File: src/rtl/riskv_pkg.sv
// Shared types for the RISKV core writeback path.
//   result_src_t : writeback result selector (ALU / LOAD / PC4; 2'b11 is reserved and behaves as ALU)
//   mem_type_t   : load access size (BYTE / HALF / WORD; 2'b11 is reserved and behaves as WORD)
//   wb_state_t   : writeback FSM states
package riskv_pkg;

  typedef enum logic [1:0] {
    RES_ALU  = 2'b00,
    RES_LOAD = 2'b01,
    RES_PC4  = 2'b10
  } result_src_t;

  typedef enum logic [1:0] {
    MEM_BYTE = 2'b00,
    MEM_HALF = 2'b01,
    MEM_WORD = 2'b10
  } mem_type_t;

  typedef enum logic {
    WB_IDLE    = 1'b0,
    WB_WAIT_RD = 1'b1
  } wb_state_t;

endpackage

File: src/rtl/load_extend.sv
// Combinational load extraction/extension.
// Picks the addressed byte or halfword out of a naturally aligned 32-bit memory
// word and sign- or zero-extends it to 32 bits.
// Ports:
//   raw_i  [31:0] aligned data word from memory
//   off_i  [1:0]  byte offset within the word (off_i[0] ignored for halfwords)
//   type_i [1:0]  access size (mem_type_t encoding; 2'b11 treated as word)
//   sign_i        1 = sign-extend, 0 = zero-extend
//   data_o [31:0] extended load value
module load_extend
  import riskv_pkg::*;
(
  input  logic [31:0] raw_i,
  input  logic [1:0]  off_i,
  input  logic [1:0]  type_i,
  input  logic        sign_i,
  output logic [31:0] data_o
);

  function automatic logic [31:0] ext_byte(input logic [7:0] v, input logic sgn);
    return {{24{sgn & v[7]}}, v};
  endfunction

  function automatic logic [31:0] ext_half(input logic [15:0] v, input logic sgn);
    return {{16{sgn & v[15]}}, v};
  endfunction

  logic [7:0]  byte_sel;
  logic [15:0] half_sel;

  always_comb begin
    byte_sel = raw_i[{off_i, 3'b000} +: 8];
    half_sel = off_i[1] ? raw_i[31:16] : raw_i[15:0];
    case (type_i)
      MEM_BYTE: data_o = ext_byte(byte_sel, sign_i);
      MEM_HALF: data_o = ext_half(half_sel, sign_i);
      default:  data_o = raw_i;
    endcase
  end

endmodule

File: src/rtl/writeback_stage.sv
// MEM->WB pipeline register and writeback logic of the RISKV 5-stage core.
// Captures the M-stage bundle, waits for variable-latency load data, extends
// byte/half/word loads and selects the value written to the register file.
// While a load is outstanding the stage requests a stall of M and upstream.
// Optional feature: define WB_INSTRET_EN to add a 64-bit retired-instruction
// counter on instret_o.
// Ports:
//   clk, rst        clock, synchronous active-high reset
//   ValidM_i        M-stage slot holds a real instruction
//   ALUResultM_i    ALU result / load address ([1:0] = byte offset)
//   RD_i            raw aligned load data, qualified by mem_rvalid_i
//   PCPlus4M_i      link value for JAL/JALR
//   RdM_i           destination register
//   RegWriteM_i     instruction writes rd
//   ResultSrcM_i    00 ALU, 01 load, 10 PC+4, 11 as ALU
//   MemType_i       00 byte, 01 half, 10 word, 11 as word
//   MemSign_i       load sign-extension select
//   flush_i         squash M slot and any pending load
//   ResultW_o       writeback data (holds when no write)
//   RdW_o           writeback register index
//   RegWriteW_o     register-file write pulse
//   StallMW_o       stall request, high only while waiting for load data
//   load_err_o      pulse when a load is abandoned on timeout
//   instret_o       retired-instruction count (WB_INSTRET_EN only)
module writeback_stage
  import riskv_pkg::*;
#(
  parameter int DATA_WIDTH     = 32,
  parameter int TIMEOUT_CYCLES = 16
) (
  input  logic                  clk,
  input  logic                  rst,
  input  logic                  ValidM_i,
  input  logic [DATA_WIDTH-1:0] ALUResultM_i,
  input  logic [DATA_WIDTH-1:0] RD_i,
  input  logic                  mem_rvalid_i,
  input  logic [DATA_WIDTH-1:0] PCPlus4M_i,
  input  logic [4:0]            RdM_i,
  input  logic                  RegWriteM_i,
  input  logic [1:0]            ResultSrcM_i,
  input  logic [1:0]            MemType_i,
  input  logic                  MemSign_i,
  input  logic                  flush_i,
  output logic [DATA_WIDTH-1:0] ResultW_o,
  output logic [4:0]            RdW_o,
  output logic                  RegWriteW_o,
  output logic                  StallMW_o,
  output logic                  load_err_o
`ifdef WB_INSTRET_EN
  ,
  output logic [63:0]           instret_o
`endif
);

  // Wide enough to hold TIMEOUT_CYCLES-1 for any TIMEOUT_CYCLES >= 1.
  localparam int CNT_W = (TIMEOUT_CYCLES > 1) ? $clog2(TIMEOUT_CYCLES) + 1 : 1;
  localparam logic [CNT_W-1:0] CNT_LAST = CNT_W'(TIMEOUT_CYCLES - 1);

  wb_state_t        state_q, state_d;
  logic [CNT_W-1:0] cnt_q, cnt_d;

  // Load context latched when data does not return in the accept cycle.
  logic [1:0]       off_q, off_d;
  logic [1:0]       type_q, type_d;
  logic             sign_q, sign_d;
  logic [4:0]       rdp_q, rdp_d;
  logic             regwp_q, regwp_d;

  logic [31:0]      result_q, result_d;
  logic [4:0]       rdw_q, rdw_d;
  logic             we_q, we_d;
  logic             err_q, err_d;

  logic             is_load;
  logic [1:0]       ext_off;
  logic [1:0]       ext_type;
  logic             ext_sign;
  logic [31:0]      ext_data;

  assign is_load = (ResultSrcM_i == RES_LOAD);

  // The extender sees live M-stage controls in IDLE and the latched ones while waiting.
  assign ext_off  = (state_q == WB_IDLE) ? ALUResultM_i[1:0] : off_q;
  assign ext_type = (state_q == WB_IDLE) ? MemType_i         : type_q;
  assign ext_sign = (state_q == WB_IDLE) ? MemSign_i         : sign_q;

  load_extend u_load_extend (
    .raw_i  (RD_i),
    .off_i  (ext_off),
    .type_i (ext_type),
    .sign_i (ext_sign),
    .data_o (ext_data)
  );

  always_comb begin
    state_d  = state_q;
    cnt_d    = cnt_q;
    off_d    = off_q;
    type_d   = type_q;
    sign_d   = sign_q;
    rdp_d    = rdp_q;
    regwp_d  = regwp_q;
    result_d = result_q;
    rdw_d    = rdw_q;
    we_d     = 1'b0;
    err_d    = 1'b0;

    case (state_q)
      WB_IDLE: begin
        if (ValidM_i && !flush_i) begin
          if (is_load && !mem_rvalid_i) begin
            off_d   = ALUResultM_i[1:0];
            type_d  = MemType_i;
            sign_d  = MemSign_i;
            rdp_d   = RdM_i;
            regwp_d = RegWriteM_i;
            cnt_d   = '0;
            state_d = WB_WAIT_RD;
          end else begin
            we_d = RegWriteM_i && (RdM_i != 5'd0);
            if (we_d) begin
              rdw_d = RdM_i;
              if (is_load)
                result_d = ext_data;
              else if (ResultSrcM_i == RES_PC4)
                result_d = PCPlus4M_i;
              else
                result_d = ALUResultM_i;
            end
          end
        end
      end

      WB_WAIT_RD: begin
        // Flush beats data; data beats timeout.
        if (flush_i) begin
          state_d = WB_IDLE;
          cnt_d   = '0;
        end else if (mem_rvalid_i) begin
          we_d = regwp_q && (rdp_q != 5'd0);
          if (we_d) begin
            result_d = ext_data;
            rdw_d    = rdp_q;
          end
          state_d = WB_IDLE;
          cnt_d   = '0;
        end else if (cnt_q == CNT_LAST) begin
          err_d   = 1'b1;
          state_d = WB_IDLE;
          cnt_d   = '0;
        end else begin
          cnt_d = cnt_q + 1'b1;
        end
      end

      default: begin
        state_d = WB_IDLE;
        cnt_d   = '0;
      end
    endcase
  end

  always_ff @(posedge clk) begin
    if (rst) begin
      state_q  <= WB_IDLE;
      cnt_q    <= '0;
      regwp_q  <= 1'b0;
      result_q <= '0;
      rdw_q    <= '0;
      we_q     <= 1'b0;
      err_q    <= 1'b0;
    end else begin
      state_q  <= state_d;
      cnt_q    <= cnt_d;
      regwp_q  <= regwp_d;
      result_q <= result_d;
      rdw_q    <= rdw_d;
      we_q     <= we_d;
      err_q    <= err_d;
    end
  end

  // Pure load context: only meaningful while WAIT_RD, so no reset needed.
  always_ff @(posedge clk) begin
    off_q  <= off_d;
    type_q <= type_d;
    sign_q <= sign_d;
    rdp_q  <= rdp_d;
  end

  assign ResultW_o   = result_q;
  assign RdW_o       = rdw_q;
  assign RegWriteW_o = we_q;
  assign StallMW_o   = (state_q == WB_WAIT_RD);
  assign load_err_o  = err_q;

`ifdef WB_INSTRET_EN
  // An instruction retires when it leaves toward W with a result (or no result
  // needed); abandoned and flushed loads never retire.
  logic        retire;
  logic [63:0] instret_q;

  assign retire = ((state_q == WB_IDLE) && ValidM_i && !flush_i && (!is_load || mem_rvalid_i))
               || ((state_q == WB_WAIT_RD) && !flush_i && mem_rvalid_i);

  always_ff @(posedge clk) begin
    if (rst)
      instret_q <= '0;
    else if (retire)
      instret_q <= instret_q + 64'd1;
  end

  assign instret_o = instret_q;
`endif

endmodule

File: config.mk
export PLATFORM = sky130hd
export DESIGN_NAME = writeback_stage
export DESIGN_NICKNAME = d
export VERILOG_FILES = /design/src/rtl/riskv_pkg.sv /design/src/rtl/load_extend.sv /design/src/rtl/writeback_stage.sv
export SDC_FILE = /design/constraint.sdc
export NUM_CORES = 1
export LEC_CHECK = 0
export ABC_AREA = 1
export CAP_MARGIN = 25
export CORE_UTILIZATION = 40
export DETAILED_ROUTE_END_ITERATION = 10
export PLACE_DENSITY = 0.77
export SYNTH_ARGS = -nofsm -noshare
export SYNTH_HDL_FRONTEND = slang
export SYNTH_SLANG_ARGS = --single-unit
File: constraint.sdc
create_clock -name clk -period 2.1 [get_ports clk]
set_clock_uncertainty 0.1 [all_clocks]
set_input_delay 0.42 -clock clk [delete_from_list [all_inputs] [get_ports clk]]
set_output_delay 0.42 -clock clk [all_outputs]
set_load 0.005 [all_outputs]
## Word-level counts from Yosys, hierarchy flattened

Cells that the tools add are included.

- Bits in registers: 56
- Output and inout port bits: 40

- Add/sub/neg operators: 1
- Eq/ne operators: 11
- Shifts and indexed selects: 1
- Mux-type cells: 39
- Bitwise operators: 3
- Reduce and logical (&&, ||, !) cells: 13

Operators by type and width:

| operator | count |
|---|---|
| $mux 32 | 8 |
| $pmux 32 s2 | 2 |
| $mux 5 | 11 |
| $shiftx 32x6->8 | 1 |
| $pmux 5 s2 | 2 |
| $mux 16 | 1 |
| $mux 1 | 11 |
| $reduce_bool 5->1 | 2 |
| $ne 2x1->1 const B | 4 |
| $ne 2x2->1 const B | 3 |
| $reduce_and 6->1 | 1 |
| $add 5x1->5 const B | 1 |
| $eq 5x4->1 const B | 1 |
| $eq 2x1->1 const B | 2 |
| $logic_and 1x1->1 | 4 |
| $mux 2 | 2 |
| $pmux 1 s2 | 2 |
| $reduce_or 4->1 | 1 |
| $reduce_and 3->1 | 1 |
| $and 1x1->1 | 2 |
| $eq 2x2->1 const B | 1 |
| $logic_not 1->1 | 2 |
| $logic_not 2->1 | 1 |
| $reduce_and 2->1 | 1 |
| $not 1->1 | 1 |

## Logic depth before layout (Yosys ltp)

- Word-level depth: 9
- Depth in mapped cells: 13
- Gate-level depth less buffers: 11

## Cells and area by module

Synthesis repeated with hierarchy kept, for this count alone.

- Cell total of the unflattened synthesis: 635
- Area total of the unflattened synthesis: 4015.1 µm²

By module, submodules not included:

| module | times used | cells each | area each (µm²) | sequential area each (µm²) |
|---|---|---|---|---|
| writeback_stage | 1 | 482 | 3160.5 | 1221.2 |
| load_extend | 1 | 153 | 854.6 | 0.0 |

## Worst setup path before layout

No wires, ideal clock.

- Path kind: reg-to-reg
- Start point: reg state_q (netlist: StallMW_o)
- End point: reg result_q[21] (netlist: ResultW_o[21])
- Setup time: 0.113 ns
- Data arrival time: 1.407 ns
- Data required time: 1.887 ns
- Path slack: 0.480 ns
- Cell stages (with the launch flop): 14
- Cells stage by stage: dfxtp_1 > inv_2 > buf_6 > nand2_1 > nand2_4 > nand2_8 > nor2_8 > nand2_2 > nand2_2 > nand2_4 > buf_6 > nand3_2 > nand3_1 > nand2_1

- Longest elaborated chain between the ends: 9
- Elaborated cells on any way between the ends: 26
- Those cells by class: eq/ne (7); shift (1); mux (13); bitwise (3); reduce/logical (2)

RTL lines:

| what | RTL line | RTL |
|---|---|---|
| start, declared | writeback_stage.sv:59 | `wb_state_t state_q, state_d;` |
| start signal, assigned | writeback_stage.sv:173 | `state_q <= state_d;` |
| $mux 2 | writeback_stage.sv:83 | `assign ext_off = (state_q == WB_IDLE) ? ALUResultM_i[1:0] : off_q;` |
| $shiftx 32x6->8 / $mux 16 (equally long branches) | load_extend.sv:32, load_extend.sv:33 |  |
| $and 1x1->1 (on tied branches) | load_extend.sv:21, load_extend.sv:25 |  |
| $pmux 32 s2 | load_extend.sv:34 | `case (type_i)` |
| $mux 32 | writeback_stage.sv:123 | `if (is_load)` |
| $mux 32 | writeback_stage.sv:121 | `if (we_d) begin` |
| $mux 32 | writeback_stage.sv:111 | `if (is_load && !mem_rvalid_i) begin` |
| $mux 32 | writeback_stage.sv:110 | `if (ValidM_i && !flush_i) begin` |
| $pmux 32 s2 | writeback_stage.sv:108 | `case (state_q)` |
| end signal, assigned | writeback_stage.sv:176 | `result_q <= result_d;` |
| end, declared | writeback_stage.sv:69 | `logic [31:0] result_q, result_d;` |

Several ways; a longest one is shown, not always the timed one. The select of a mux whose other input is x is not followed.
A chain may end at the register's enable or synchronous reset.

## Final worst setup path

- Start point: reg state_q (netlist: StallMW_o)
- End point: out StallMW_o

RTL lines:

| what | RTL line | RTL |
|---|---|---|
| end, declared | writeback_stage.sv:47 | `output logic StallMW_o,` |

No word-level cell between the ends.

==> results by group <==
Setup path
  • Startpoint types: register
  • Critical path type: reg -> out
  • R2r setup slk: 0.26 ns
  • Worst Path Required: 1.58 ns
  • CP Capture Type: primary output
  • CP Max Fanout: 7
  • Crit path arrival time: 1.43 ns

Yosys
  • Syn Inst Count: 523
  • Post-synth EDFFs: 10
  • #FFs+latches synth: 56
  • Largest family of logic cells by synthesized area: simple AND/OR/NAND/NOR gates
  • Synth warn: 0
  • Xor and xnor area share after synthesis: 0.2528%
  • Distinct cell type count after synthesis: 31
  • Post-Syn Area per Cell: 6.624 um2
  • Syn Nets: about 640
  • Mux contribution to synthesized area: 1.445%
  • Synth Area in Adders: 0.3611%
  • Post-synthesis sequential area ratio: 35.25%
  • Synth Area in Compound Gates: 13.40%
  • Synth Area in Simple Gates: 41.96%
  • Async S/R FF share, synth: 0%
  • Main synth FF type: dfxtp_1
  • Post-Syn Area: between 0.003 and 0.004 mm2

Timing
  • Fin crit period: 1.948 ns
  • FMAX: 513.5 MHz
  • Slew headroom: 76.14%
  • Final Cycle Share: 92.74%
  • Final setup viols: 0
  • Fin. max-slew vios: 0
  • Slew @ Worst Pin: 0.3542 ns
  • RSZ-0062 raised after global routing: false
  • Final Hold Fails: 0

Flow run
  • Max cap viols: 0

GRT
  • Largest net degree at the start of global routing: ~40
  • First-pass GRT wire length: 17,970 um
  • Gr ovfl total: 0
  • Vias in the first global route: 3,912
  • Total track usage: between 20% and 30%
  • Initial antenna violation count: 0

Clock tree
  • Clock Tree Root: clkbuf_8
  • Clock sink total: 56
  • CTS Buf Count: 5
  • CTS tree: built
  • H-tree depth: 2
  • Clock Path Buffers: 2
  • Reg clk slew, reported paths: 0.10 ns
  • Clk Latency, worst-skew pair: 0.31 ns
  • Post-CTS Setup Bufs: 0

Placement
  • Detailed Place HPWL: just over 9000 um
  • Final Wtd Congestion: 0.9580
  • Placed Area: 0.005344 mm2
  • IO Port Bufs: 151

Drt
  • Vias per cell: slightly above 5
  • Final WL: 11,390 um
  • DRC: 0
  • Routed vias: between 4,000 and 5,000
  • Routed Antenna Nets: 0
  • DR pass1 iterations: 5
  • Initial drt markers: 176
  • WL/cell: approximately 14 um

Final layout
  • Final core occ: 65.40%
  • Layout Nets: 802
  • # diodes: 0
  • Share of cells above drive strength 1: 12.17%
  • Synthesis-to-layout area growth: 56.66%
  • Post-route cell area: 0.005428 mm2
  • Most frequent cells in the layout: 192 x nand2_1, 151 x clkdlybuf4s50_1, 64 x nand3_1, 46 x a21oi_1, 45 x dfxtp_1
  • Commonest non-fill, non-tap cell in the layout: nand2_1

Die
  • Rows: 33
  • Die area: 0.009037 mm2
  • Core area: 0.008299 mm2
  • Die height: 95.07 um
  • # IOs: around 150
  • Starting density of the core: 41.75%
  • Chip Width: around 95 um

Outcome
  • Status: completed

Power
  • VDD IR-drop max: 0.0002482 V
  • Leak: 2.342 nW
  • Pwr/cell area: ~450 mW/mm2
  • Total power: between 2 and 2.5 mW

Min path
  • Hold Path Class: reg -> reg
## where the power goes
group | switching, mW | internal (mW) | total, mW
registers | 0.0182 | 1.12 | 1.14
logic | 0.312 | 0.392 | 0.704
clock network | 0.351 | 0.228 | 0.579
## sequential cells by signal (all words and copies together), names as in the netlist
| signal | count |
|---|---|
| ResultW_o | 32 |
| RdW_o | 5 |
| cnt_q | 5 |
| rdp_q | 5 |
| off_q | 2 |
| type_q | 2 |
| RegWriteW_o | 1 |
| StallMW_o | 1 |
| load_err_o | 1 |
| regwp_q | 1 |
| sign_q | 1 |
## timing repair
action                                 CTS  global route
gates resized for setup                  0             1
setup endpoints to repair                0             1
endpoints found under the hold margin    0             0
hold buffers                             0             0
## logic make-up (layout without fill, tap and decap cells)
logic type      Yosys count  count (layout)
flops                    56              56
mux                       5               5
simple gates            318             318
compound gates           86              86
buf+inv                  56             223
xor+xnor                  1               1
fa+ha+maj                 1               1
## metal layers
layer	vias up	GRT usage (%)	wire [um]
li1	2049	-	-
met1	1837	30.95	4803
met2	155	45.95	5524
met3	16	5.901	920
met4	0	6.187	143
met5	-	0	0
## path summary, 6_finish.rpt
kind,to,start,cells past startpoint
worst min-delay path,ResultW_o[13]$_SDFFE_PP0P_,ResultW_o[13]$_SDFFE_PP0P_,2
worst min register to register,ResultW_o[13]$_SDFFE_PP0P_,ResultW_o[13]$_SDFFE_PP0P_,2
worst max-delay path,StallMW_o,StallMW_o$_SDFF_PP0_,2
worst max register to register,ResultW_o[11]$_SDFFE_PP0P_,StallMW_o$_SDFF_PP0_,12
## Yosys cell counts (4+ instances only)
cell type | n | area [um2]
nand2_1 | 192 | 720.7
nand3_1 | 64 | 320.3
a21oi_1 | 46 | 230.2
dfxtp_1 | 46 | 920.9
o21ai_0 | 28 | 140.1
nor2_1 | 25 | 93.84
inv_1 | 24 | 90.09
clkbuf_1 | 15 | 56.30
nand3_2 | 12 | 120.1
edfxtp_1 | 10 | 300.3
buf_2 | 8 | 40.04
nand2_2 | 8 | 50.05
o22ai_1 | 6 | 37.54
or2_2 | 6 | 37.54
mux2i_1 | 5 | 50.05
buf_6 | 4 | 45.04
inv_2 | 4 | 15.01
nand2_4 | 4 | 45.04
nor3_1 | 4 | 20.02
## stage by stage
step	std cells	setup WS (ns)	hold slack, ns	setup TNS [ns]
detailed placement	787	-0.1140	0.3428	-1.518
CTS	795	0.02438	0.3608	0
finish	795	0.1525	0.3612	0
global route	795	0.04837	0.3752	0
global placement	787	-0.02627	0.3365	-0.05410
floorplan	523	0.4801	0.3206	0
## final cells by class
class	instances	area (um2)
Clock buffer	5	68.82
Clock inverter	3	13.76
Fill cell	753	2872
Inverter	28	105.1
Multi-Input combinational cell	411	1992
Sequential cell	56	1222
Tap cell	105	131.4
Timing Repair Buffer	187	1894
## critical path, cell delays in order (launching register included)
cell,delay [ns]
dfxtp_2,0.43
buf_4,0.19
clkdlybuf4s50_1,0.50
Power figures use the tool's default switching activity.
